--- config.mk ---
export PLATFORM = sky130hd
export DESIGN_NAME = ifmap_skew_feeder
export DESIGN_NICKNAME = d
export VERILOG_FILES = /design/src/rtl/ifmap_skew_feeder.sv
export SDC_FILE = /design/constraint.sdc
export NUM_CORES = 1
export LEC_CHECK = 0
export ABC_CLOCK_PERIOD_IN_PS = 1400
export BUFFER_PORTS_ARGS = -buffer_cell sky130_fd_sc_hd__buf_4
export CAP_MARGIN = 5
export CORE_ASPECT_RATIO = 0.9
export CORE_MARGIN = 1.5
export CORE_UTILIZATION = 40
export DETAILED_ROUTE_END_ITERATION = 10
export HOLD_SLACK_MARGIN = 0.15
export PLACE_DENSITY_LB_ADDON = 0.08
export SKIP_CTS_REPAIR_TIMING = 1
export SLEW_MARGIN = 10
export SYNTH_ARGS = -nofsm -noshare
export SYNTH_HDL_FRONTEND = slang
export SYNTH_SLANG_ARGS = --single-unit
--- constraint.sdc ---
create_clock -name clk -period 1.4 [get_ports clk]
set_clock_uncertainty 0.1 [all_clocks]
set_input_delay 0.21 -clock clk [delete_from_list [all_inputs] [get_ports clk]]
set_output_delay 0.21 -clock clk [all_outputs]
set_load 0.03 [all_outputs]
--- src/rtl/ifmap_skew_feeder.sv ---
// ifmap_skew_feeder: upstream stage of the PE systolic array.
// Accepts one ROWS-wide ifmap vector per cycle (valid/ready) and presents it
// to the array's left edge with diagonal skew: lane r is delayed r cycles
// relative to lane 0. Each lane carries its own load enable alongside the data.
// A last flag rides a ROWS-stage delay next to lane ROWS-1 and becomes done_o.
// After the last vector the FSM refuses input for ROWS-1 cycles while the
// skew pipe drains.
// Optional feature macro: SKEW_FRAME_CNT_EN adds a 16-bit wrapping frame
// counter on output frame_cnt_o (incremented once per done_o).

module ifmap_skew_feeder #(
  parameter int DATA_WIDTH = 8,
  parameter int ROWS       = 8
) (
  input  logic                       clk,
  input  logic                       rst,
  input  logic                       in_valid,
  output logic                       in_ready,
  input  logic [ROWS*DATA_WIDTH-1:0] in_data,
  input  logic                       in_last,
  output logic [ROWS*DATA_WIDTH-1:0] ifmap_o,
  output logic [ROWS-1:0]            ifmap_en_o,
  output logic                       busy_o,
`ifdef SKEW_FRAME_CNT_EN
  output logic [15:0]                frame_cnt_o,
`endif
  output logic                       done_o
);

  // Flush counter must hold ROWS-1; keep at least one bit for ROWS=1.
  localparam int              CNT_W    = (ROWS > 1) ? $clog2(ROWS) : 1;
  localparam logic [CNT_W-1:0] CNT_LOAD = CNT_W'(ROWS - 1);
  localparam logic [CNT_W-1:0] CNT_ONE  = CNT_W'(1);
  localparam logic [CNT_W-1:0] CNT_ZERO = CNT_W'(0);

  typedef enum logic [1:0] {
    ST_IDLE   = 2'd0,
    ST_STREAM = 2'd1,
    ST_FLUSH  = 2'd2
  } state_e;

  state_e           state_q;
  logic [CNT_W-1:0] flush_cnt_q;
  logic [ROWS-1:0]  last_q;
  logic             accept;

  // Ready depends only on state; it is also held low while reset is asserted.
  assign in_ready = ~rst & (state_q != ST_FLUSH);
  assign accept   = in_valid & in_ready;
  assign busy_o   = (state_q != ST_IDLE);
  assign done_o   = last_q[ROWS-1];

  // Frame-level state machine: IDLE/STREAM accept beats, FLUSH drains the skew.
  always_ff @(posedge clk) begin
    if (rst) begin
      state_q     <= ST_IDLE;
      flush_cnt_q <= CNT_ZERO;
    end else begin
      case (state_q)
        ST_IDLE, ST_STREAM: begin
          if (accept) begin
            if (in_last) begin
              if (ROWS > 1) begin
                state_q     <= ST_FLUSH;
                flush_cnt_q <= CNT_LOAD;
              end else begin
                state_q     <= ST_IDLE;
              end
            end else begin
              state_q <= ST_STREAM;
            end
          end else begin
            state_q <= state_q;
          end
        end
        ST_FLUSH: begin
          // Leaving on the count of one makes the IDLE cycle coincide with done_o.
          if (flush_cnt_q == CNT_ONE) begin
            state_q     <= ST_IDLE;
            flush_cnt_q <= CNT_ZERO;
          end else begin
            flush_cnt_q <= flush_cnt_q - CNT_ONE;
          end
        end
        default: begin
          state_q     <= ST_IDLE;
          flush_cnt_q <= CNT_ZERO;
        end
      endcase
    end
  end

  // Last-flag delay line, same depth as lane ROWS-1, so done_o lines up with it.
  always_ff @(posedge clk) begin
    if (rst) begin
      last_q <= '0;
    end else begin
      last_q[0] <= accept & in_last;
      for (int i = 1; i < ROWS; i++) begin
        last_q[i] <= last_q[i-1];
      end
    end
  end

  // Per-lane skew pipes: lane r is r+1 registers deep carrying {en, data}.
  for (genvar r = 0; r < ROWS; r++) begin : g_lane
    logic [DATA_WIDTH-1:0] dat_q [r+1];
    logic [r:0]            en_q;
    logic [DATA_WIDTH-1:0] lane_d;

    // Accepted beats enter with their lane data; idle cycles insert a zero bubble.
    always_comb begin
      lane_d = '0;
      if (accept) begin
        lane_d = in_data[r*DATA_WIDTH +: DATA_WIDTH];
      end else begin
        lane_d = '0;
      end
    end

    // Shift the lane pipe every cycle; the array never backpressures.
    always_ff @(posedge clk) begin
      if (rst) begin
        for (int i = 0; i <= r; i++) begin
          dat_q[i] <= '0;
        end
        en_q <= '0;
      end else begin
        dat_q[0] <= lane_d;
        en_q[0]  <= accept;
        for (int i = 1; i <= r; i++) begin
          dat_q[i] <= dat_q[i-1];
          en_q[i]  <= en_q[i-1];
        end
      end
    end

    assign ifmap_o[r*DATA_WIDTH +: DATA_WIDTH] = dat_q[r];
    assign ifmap_en_o[r]                       = en_q[r];
  end

`ifdef SKEW_FRAME_CNT_EN
  logic [15:0] frame_cnt_q;

  // Count completed frames; wraps naturally from 0xFFFF to 0x0000.
  always_ff @(posedge clk) begin
    if (rst) begin
      frame_cnt_q <= 16'd0;
    end else if (last_q[ROWS-1]) begin
      frame_cnt_q <= frame_cnt_q + 16'd1;
    end else begin
      frame_cnt_q <= frame_cnt_q;
    end
  end

  assign frame_cnt_o = frame_cnt_q;
`endif

endmodule

==> metrics, run 1 <==
startpoint types=flop; diode count=0; routed len/inst=10.82 um; Synthesized Nets=773; post-synthesis cell area=between 8000 and 9000 um2; count leader, synth=dfxtp_1; hpwl dp=about 7600 um; post-synth cell types=24; GPL Wtd Cong=0.6603; GRT Util Overall=approximately 11%; total CTS buffers=30; worst vdd ir=between 0.9 and 1 mV; number of synthesized flops with an enable pin=0; Tmin final=1583 ps; CTS tree=done; syn_area_per_cell=12.35 um2; status=finished with violations; filler instances=1782; Area contributors post-synth=dfxtp_1 71%, nor2b_1 17%, and2_1 4.7%; DRC viols=0; Hold Violations, Final=0; cells on worst reg2reg path=5; Critical Path RT=approximately 1100 ps; fin cells=1199; initial DRC count=115; placed cell areas=9789 um2; synth warn=0; layout cell share with drive strength beyond 1=23.55%; chip height=142.7 um; pwr/cell area=1576 nW/um2; drt first pass iters=3; Slowest-stage cell, CP=dfxtp_4; Post-synth ARST share=0%; hold path cells=3; Max Clock Freq=0.6317 GHz; largest net degree at the start of global routing=100; Hold Path Class=in -> reg; critical path, cell by cell=or2_4, buf_6; Die X=158.3 um; Area Growth Syn to Fin=34.12%; pre-CTS WS=-31.38 ps; Clk pin slew, worst setup/hold paths=60 ps; crit-path max FO=4; vias in the first global route=between 4000 and 5000; Synth area leader=dfxtp_1; Placeable Area=21020 um2; die area=22590 um2; row count=50; Post-synth top cells=309 x dfxtp_1, 238 x nor2b_1, 65 x and2_1; slew margin rel.=68.23%; Synth Instances=703; top cell type's share of synthesized area=71.27%; max incr delay on CP=360 ps; Setup WS post-layout=-183.1 ps; num ports=143; buffers added on ports=142; global-route wire length before repair=19590 um; Tcrit/Tclk final=113.1%; initial antenna violation count=0; Main synth FF type=dfxtp_1; total power=18340 uW; crit path DAT=1270 ps; sequential area share after synthesis=71.27%; fin area=~12000 um2; post-route core utilization=between 50% and 60%; # setup viols final=18; synthesis-stage register bit count=309; initial core utilization=41.29%; kind of end point of the critical path=output port; H-tree depth=1; nets=959; grt total ovfl=0; clk root buf=clkbuf_16; failing checks=setup timing; Slew @ Worst Pin=472.3 ps; clock sink total=309; Max clock buf depth=3; static leakage=0.004929 uW; # placed instances=approximately 1100; Final ANT Viol Nets=0; clock latency on the worst-skew pair=530 ps; max cap viols=0; via count=4679; fin. max-slew vios=0; RSZ-0062 raised after global routing=true; crit path kind=reg -> out; Post-Route WL=12970 um; post-DR vias/cell=3.902
metal layers:
metal	track usage, %	wire length [um]	vias to the layer above
li1	-	-	2466
met1	12.87	5664	2048
met2	16.73	5833	134
met3	5.099	1106	31
met4	4.132	368	0
met5	0	0	-
worst max-delay path: cells and delay by family (launching register included):
| family | cells | cell delay (ps) |
|---|---|---|
| simple gates | 1 | 250 |
| buf+inv | 1 | 140 |
| flops | 1 | 360 |
state kept, by name (all words and copies together) (netlist names):
signal and cells:
flush_cnt_q 3, g_lane.dat_q 288, g_lane.en_q 8, last_q 8
state_q 2
cell families after synthesis:
family	synth area share, %
simple gates	22.34
flops	71.27
fa+ha+maj	0.2883
compound gates	0.7785
buf+inv	5.218
xor+xnor	0.1009
final timing paths:
kind | to | start | slack, ps
setup / recovery | busy_o | state_q[0] | -180
hold / removal | g_lane[0].dat_q[0][3] | in_data[3] | 310
setup reg to reg | g_lane[1].dat_q[0][1] | state_q[1] | 30
hold reg to reg | g_lane[5].dat_q[4][4] | g_lane[5].dat_q[3][4] | 330
area by class of cell:
| class | count | area [um2] | share of cell area (%) |
|---|---|---|---|
| Timing Repair Buffer | 222 | 1924 | 16.53 |
| Clock buffer | 42 | 887.1 | 7.620 |
| Inverter | 4 | 15.01 | 0.1290 |
| Clock inverter | 14 | 200.2 | 1.720 |
| Sequential cell | 309 | 6196 | 53.22 |
| Tap cell | 286 | 357.8 | 3.074 |
| Multi-Input combinational cell | 322 | 2061 | 17.70 |
cells in the final DEF, fill, tap and decap left out:
cell	count
a2111oi_2	1
dfxtp_1	305
a21boi_0	1
clkbuf_8	8
a211oi_4	1
buf_4	143
dlygate4sd3_1	68
a21oi_2	1
or2_4	1
bufinv_16	5
clkbuf_16	31
a2111oi_1	1
o21a_1	1
nor2_1	2
nor3_1	3
a2111oi_0	1
nand2b_1	1
inv_1	3
buf_12	5
clkbuf_1	4
and2_1	65
ha_1	2
xnor2_1	1
inv_2	1
buf_6	5
clkinvlp_4	2
dfxtp_2	2
clkinv_2	7
a211oi_1	1
dfxtp_4	2
nor2b_1	238
and3b_1	1
stage by stage:
stage	setup TNS [ps]	hold WS (ps)
2_1_floorplan	0	224.3
3_3_place_gp	0	311.1
3_5_place_dp	-31.38	313.8
4_1_cts	-662.8	-253.1
5_1_grt	-6372	312.8
6_report	-430.1	313.7
where the power goes:
group / total (uW) / internal (uW) / leakage, uW / switching (uW)
sequential: 9020 / 8980 / 0.00251 / 46.2
combinational: 806 / 456 / 0.00188 / 350
clock: 8520 / 5320 / 0.000535 / 3190
Power figures use the tool's default switching activity.
==> inputs of run 2 (changes only) <==
--- a/config.mk
+++ b/config.mk
@@ -10,9 +10,10 @@
 export CAP_MARGIN = 5
 export CORE_ASPECT_RATIO = 0.9
 export CORE_MARGIN = 1.5
-export CORE_UTILIZATION = 40
+export CORE_UTILIZATION = 54
 export DETAILED_ROUTE_END_ITERATION = 10
 export HOLD_SLACK_MARGIN = 0.15
+export MAX_ROUTING_LAYER = met4
 export PLACE_DENSITY_LB_ADDON = 0.08
 export SKIP_CTS_REPAIR_TIMING = 1
 export SLEW_MARGIN = 10
==> run 2 against run 1 <==
  * The flow still finishes with violations (setup timing)
  * Cell count is 7.5% lower
  * Clock-buffer cell count shrank 4
  * Sequential share of layout area up 0.99 points
  * Critical path type unchanged
==> metrics, run 2 (synthesis results as in run 1) <==
die area=16840 um2 (-25%); layout cell share with drive strength beyond 1=22.93% (-0.62 points); buffers added on ports=142 (unchanged); CTS tree=done; startpoint types=flop; Reg-to-Reg Start=state_q[1]; kind of end point of the critical path=output port; top flop regs=g_lane.dat_q x288, g_lane.en_q x8, last_q x8; # setup viols final=142 (+124); DRC viols=0 (unchanged); commonest non-fill, non-tap cell in the layout=dfxtp_1; Hold Startpoint=rst; diode count=0 (unchanged); worst vdd ir=1.002 mV (+0.88%); clock sink total=309 (unchanged); nets=955 (-0.42%); max reg flops=288 (unchanged); initial antenna violation count=0 (unchanged); Max Clock Freq=0.6337 GHz (+0.31%); global-route wire length before repair=19080 um (-2.6%); Final ANT Viol Nets=0 (unchanged); clk root buf=clkbuf_16; post-route core utilization=73.49% (+18 points); H-tree depth=1 (unchanged); crit-path max FO=7 (+3); status=finished with violations; Tmin final=1578 ps (-4.945 ps); Die X=136.6 um (-14%); crit path kind=reg -> out; Critical Path Source=state_q[1]; most frequent cells in the layout=306 x dfxtp_1, 238 x nor2b_1, 143 x buf_4; total CTS buffers=28 (-6.7%); largest net degree at the start of global routing=57 (-43%); initial core utilization=55.82% (+15 points); Setup WS post-layout=-178.1 ps (+4.945 ps); pre-CTS WS=18.30 ps (+49.68 ps); post-DR vias/cell=4.300 (+10%); chip height=123.3 um (-14%); Critical Path RT=1090 ps (about the same); Clk pin slew, worst setup/hold paths=60 ps (about the same); via count=4769 (+1.9%); hpwl dp=7483 um (-1.2%); Tcrit/Tclk final=112.7% (-0.35 points); fin. max-slew vios=0 (unchanged); initial DRC count=133 (+16%); Slew @ Worst Pin=495.0 ps (+22.69 ps); Placeable Area=15550 um2 (-26%); slew margin rel.=67.00% (-1.2 points); Hold Violations, Final=0 (unchanged); R2R Setup Slk=-70 ps (-100 ps); pwr/cell area=1558 nW/um2 (-1.1%); failing checks=setup timing; Max clock buf depth=3 (unchanged); crit path DAT=1270 ps (about the same); Biggest register=g_lane.dat_q; grt total ovfl=0 (unchanged); RSZ-0062 raised after global routing=true; max cap viols=0 (unchanged); drt first pass iters=4 (+1); routed len/inst=11.84 um (+9.4%); GPL Wtd Cong=0.7340 (+11%); Area Growth Syn to Fin=31.66%; vias in the first global route=4248 (+2.9%); row count=43 (-14%); Hold Path Class=in -> reg; Post-Route WL=13130 um (+1.2%); num ports=143 (unchanged); GRT Util Overall=14.71% (+3.9 points); static leakage=0.004877 uW (-1.0%); clock latency on the worst-skew pair=520 ps (about the same)
## run 2: layout make-up
class,instances,area [um2]
Multi-Input combinational cell,322,2061
Inverter,4,15.01
Timing Repair Buffer,220,1903
Sequential cell,309,6195
Tap cell,202,252.7
Fill cell,1061,4121
Clock buffer,38,799.5
Clock inverter,14,201.4
## run 2: through the flow
step / cell area (um2) / setup TNS, ps / instances / hold slack (ps) / total power (uW)
final: 11430 / -6643 / 1109 / 145.0 / 17810
after global routing: 11430 / -17030 / 1109 / 175.0 / 18470
after CTS: 10690 / -720.2 / 1039 / -234.9 / 17810
after detailed placement: 9684 / 0 / 987 / 314.0 / 9843
after global placement: 9684 / 0 / 987 / 310.9 / 9812
after floorplan: 8680 / 0 / 703 / 224.3 / 9582
## run 2: power breakdown
group          internal [uW]  switching, uW
Combinational            453            355
Sequential              8970           48.3
Clock                   4930           3050
## run 2: final timing paths
check	depth (start not counted)	endpoint
hold reg to reg	1	g_lane[3].dat_q[1][0]
hold / removal	4	state_q[1]
setup reg to reg	5	g_lane[7].dat_q[0][5]
setup / recovery	2	busy_o
## run 2: critical path: stages (launching register included)
cell,delay [ps]
dfxtp_4,370
or2_4,240
buf_6,140
## run 2: per-layer routing
metal | GRT usage, % | share of wire [%] | up-vias
met5 | - | 0 | -
met4 | 5.785 | 2.1 | 0
met3 | 3.772 | 5.0 | 22
met2 | 23.96 | 50 | 123
met1 | 17.55 | 43 | 2174
li1 | - | - | 2450
==> inputs of run 3 (changes only) <==
--- a/config.mk
+++ b/config.mk
@@ -6,7 +6,7 @@
 export NUM_CORES = 1
 export LEC_CHECK = 0
 export ABC_CLOCK_PERIOD_IN_PS = 1400
-export BUFFER_PORTS_ARGS = -buffer_cell sky130_fd_sc_hd__buf_4
+export BUFFER_PORTS_ARGS = -buffer_cell sky130_fd_sc_hd__buf_2
 export CAP_MARGIN = 5
 export CORE_ASPECT_RATIO = 0.9
 export CORE_MARGIN = 1.5
==> run 3 against run 2 <==
  * Cell count rose by 0.90%
  * First-iteration DRC count rose by 44%
  * Clock-buffer cell count is 7 higher
  * Sequential power about the same
  * The flow still finishes with violations (setup timing)
  * Worst setup slack improved by 5.9 ps
  * Total power is 3.4% lower
  * Utilization down 1.1 points
==> metrics, run 3 (synthesis results as in run 1) <==
status=finished with violations; failing checks=setup timing; initial DRC count=192 (+44%); hpwl dp=7167 um (-4.2%); row count=43 (unchanged); Hold Startpoint=rst; Max clock buf depth=3 (unchanged); clock latency on the worst-skew pair=520 ps (about the same); GRT Util Overall=13.94% (-0.77 points); routed len/inst=12.50 um (+5.5%); crit-path max FO=5 (-2); Setup WS post-layout=-172.2 ps (+5.896 ps); Die X=136.6 um (unchanged); Hold Path Class=in -> reg; vias in the first global route=4003 (-5.8%); # setup viols final=58 (-59%); Hold Violations, Final=0 (unchanged); slew margin rel.=63.41% (-3.6 points); Psw=3421 uW (-0.92%); pwr/cell area=1528 nW/um2 (-1.9%); top flop regs=g_lane.dat_q x288, g_lane.en_q x8, last_q x8; Placeable Area=15550 um2 (unchanged); chip height=123.3 um (unchanged); area of the multi-input gates=2123 um2 (+3.0%); buffers added on ports=142 (unchanged); post-DR vias/cell=4.251 (-1.1%); via count=4757 (-0.25%); max cap viols=0 (unchanged); largest net degree at the start of global routing=58 (+1.8%); internal cell power=13780 uW (-4.0%); CTS tree=done; RSZ-0062 raised after global routing=true; FF+latch area=6193 um2 (about the same); clk root buf=clkbuf_16; Clk pwr share=42.6% (-2.2 points); Tcrit/Tclk final=112.3% (-0.42 points); crit path kind=reg -> out; cells on worst reg2reg path=6 (+1); Clk pin slew, worst setup/hold paths=60 ps (about the same); initial core utilization=55.82% (unchanged); WP depth=2 (unchanged); num ports=143 (unchanged); filler instances=1058 (-0.28%); Final ANT Viol Nets=0 (unchanged); Post-Route WL=13980 um (+6.5%); GPL Wtd Cong=0.7296 (-0.60%); Reg2Reg Capture Point=g_lane[1].dat_q[0][3]; Slowest-stage cell, CP=dfxtp_4; hold path cells=3 (-1); diode count=0 (unchanged); drt first pass iters=4 (unchanged); CP top delay family=flip-flops; max incr delay on CP=350 ps (-20 ps); commonest non-fill, non-tap cell in the layout=dfxtp_1; nets=967 (+1.3%); worst setup path endpoint=busy_o; H-tree depth=1 (unchanged); fin. max-slew vios=0 (unchanged); global-route wire length before repair=18120 um (-5.0%); layout cell share with drive strength beyond 1=25.85% (+2.9 points); switching share of power=19.88% (+0.50 points); die area=16840 um2 (unchanged); Area Growth Syn to Fin=29.72%; Max Clock Freq=0.6360 GHz (+0.38%); setup TNS=-2463 ps (+4180 ps); critical path, cell by cell=or2_4, buf_6; fin area=11260 um2 (-1.5%); Biggest register=g_lane.dat_q; worst vdd ir=1.071 mV (+6.9%); placed cell areas=9339 um2 (-3.6%); initial antenna violation count=0 (unchanged); register share of total power=52.4% (+1.7 points); grt total ovfl=0 (unchanged); crit path DAT=1260 ps (about the same); kind of end point of the critical path=output port; logic gate share of total power=5.0% (+0.5 points); clock sink total=309 (unchanged); Slew @ Worst Pin=548.8 ps (+53.89 ps); Reg-to-Reg Start=state_q[0]; startpoint types=flop; static leakage=0.004909 uW (+0.65%); R2R Setup Slk=-80 ps (about the same); total CTS buffers=28 (unchanged); Critical Path RT=1090 ps (about the same); Tmin final=1572 ps (-5.896 ps); DRC viols=0 (unchanged); max reg flops=288 (unchanged); most frequent cells in the layout=307 x dfxtp_1, 238 x nor2b_1, 135 x buf_2; Buf/Inv on CP=1 (unchanged); Critical Path Source=state_q[1]
==> run 3: area by class of cell <==
type,count,area share [%]
Timing Repair Buffer,232,15.67
Sequential cell,309,55.01
Inverter,4,0.1556
Multi-Input combinational cell,322,18.86
Clock buffer,45,7.601
Clock inverter,5,0.4667
Tap cell,202,2.245
==> run 3: how the worst min path moves through the flow <==
stage	endpoint	slack [ps]
detailed placement	g_lane[6].dat_q[0][7]	310
finish	g_lane[1].dat_q[0][12]	190
CTS	g_lane[6].dat_q[0][2]	-230
global route	g_lane[7].en_q[4]	220
floorplan	state_q[0]	220
global placement	g_lane[0].dat_q[0][7]	310
==> run 3: worst reg2reg max path: cells and delay by family, from the launching register on <==
family | cells | cell delay, ps
buffers and inverters | 4 | 520
and+or+nand+nor | 1 | 150
AOI/OAI and AO/OA | 1 | 270
DFF | 1 | 380
==> run 3: per-stage QoR <==
| step | setup slack, ps | instances | total power [uW] | hold slack (ps) | util (%) |
|---|---|---|---|---|---|
| 2_1_floorplan | 38.55 | 703 | 9582 | 224.3 | - |
| 3_3_place_gp | 112.5 | 988 | 9742 | 308.7 | 60.06 |
| 3_5_place_dp | -17.53 | 988 | 9767 | 311.3 | 60.06 |
| 4_1_cts | -389.3 | 1038 | 17060 | -234.6 | 65.90 |
| 5_1_grt | -218.5 | 1119 | 17830 | 217.3 | 72.41 |
| 6_report | -172.2 | 1119 | 17200 | 194.5 | 72.41 |
==> run 3: power groups by stage <==
stage	clock network (uW)	logic (uW)	registers, uW
5_1_grt	7890	916	9030
2_1_floorplan	0	347	9230
3_5_place_dp	0	551	9220
3_3_place_gp	0	532	9210
6_report	7330	852	9020
4_1_cts	7480	553	9020
==> run 3: per-layer routing <==
layer,track usage (%),part of all wire [%]
met1,16.59,44
met2,21.89,48
met3,4.961,5.7
met4,5.053,2.3
met5,-,0
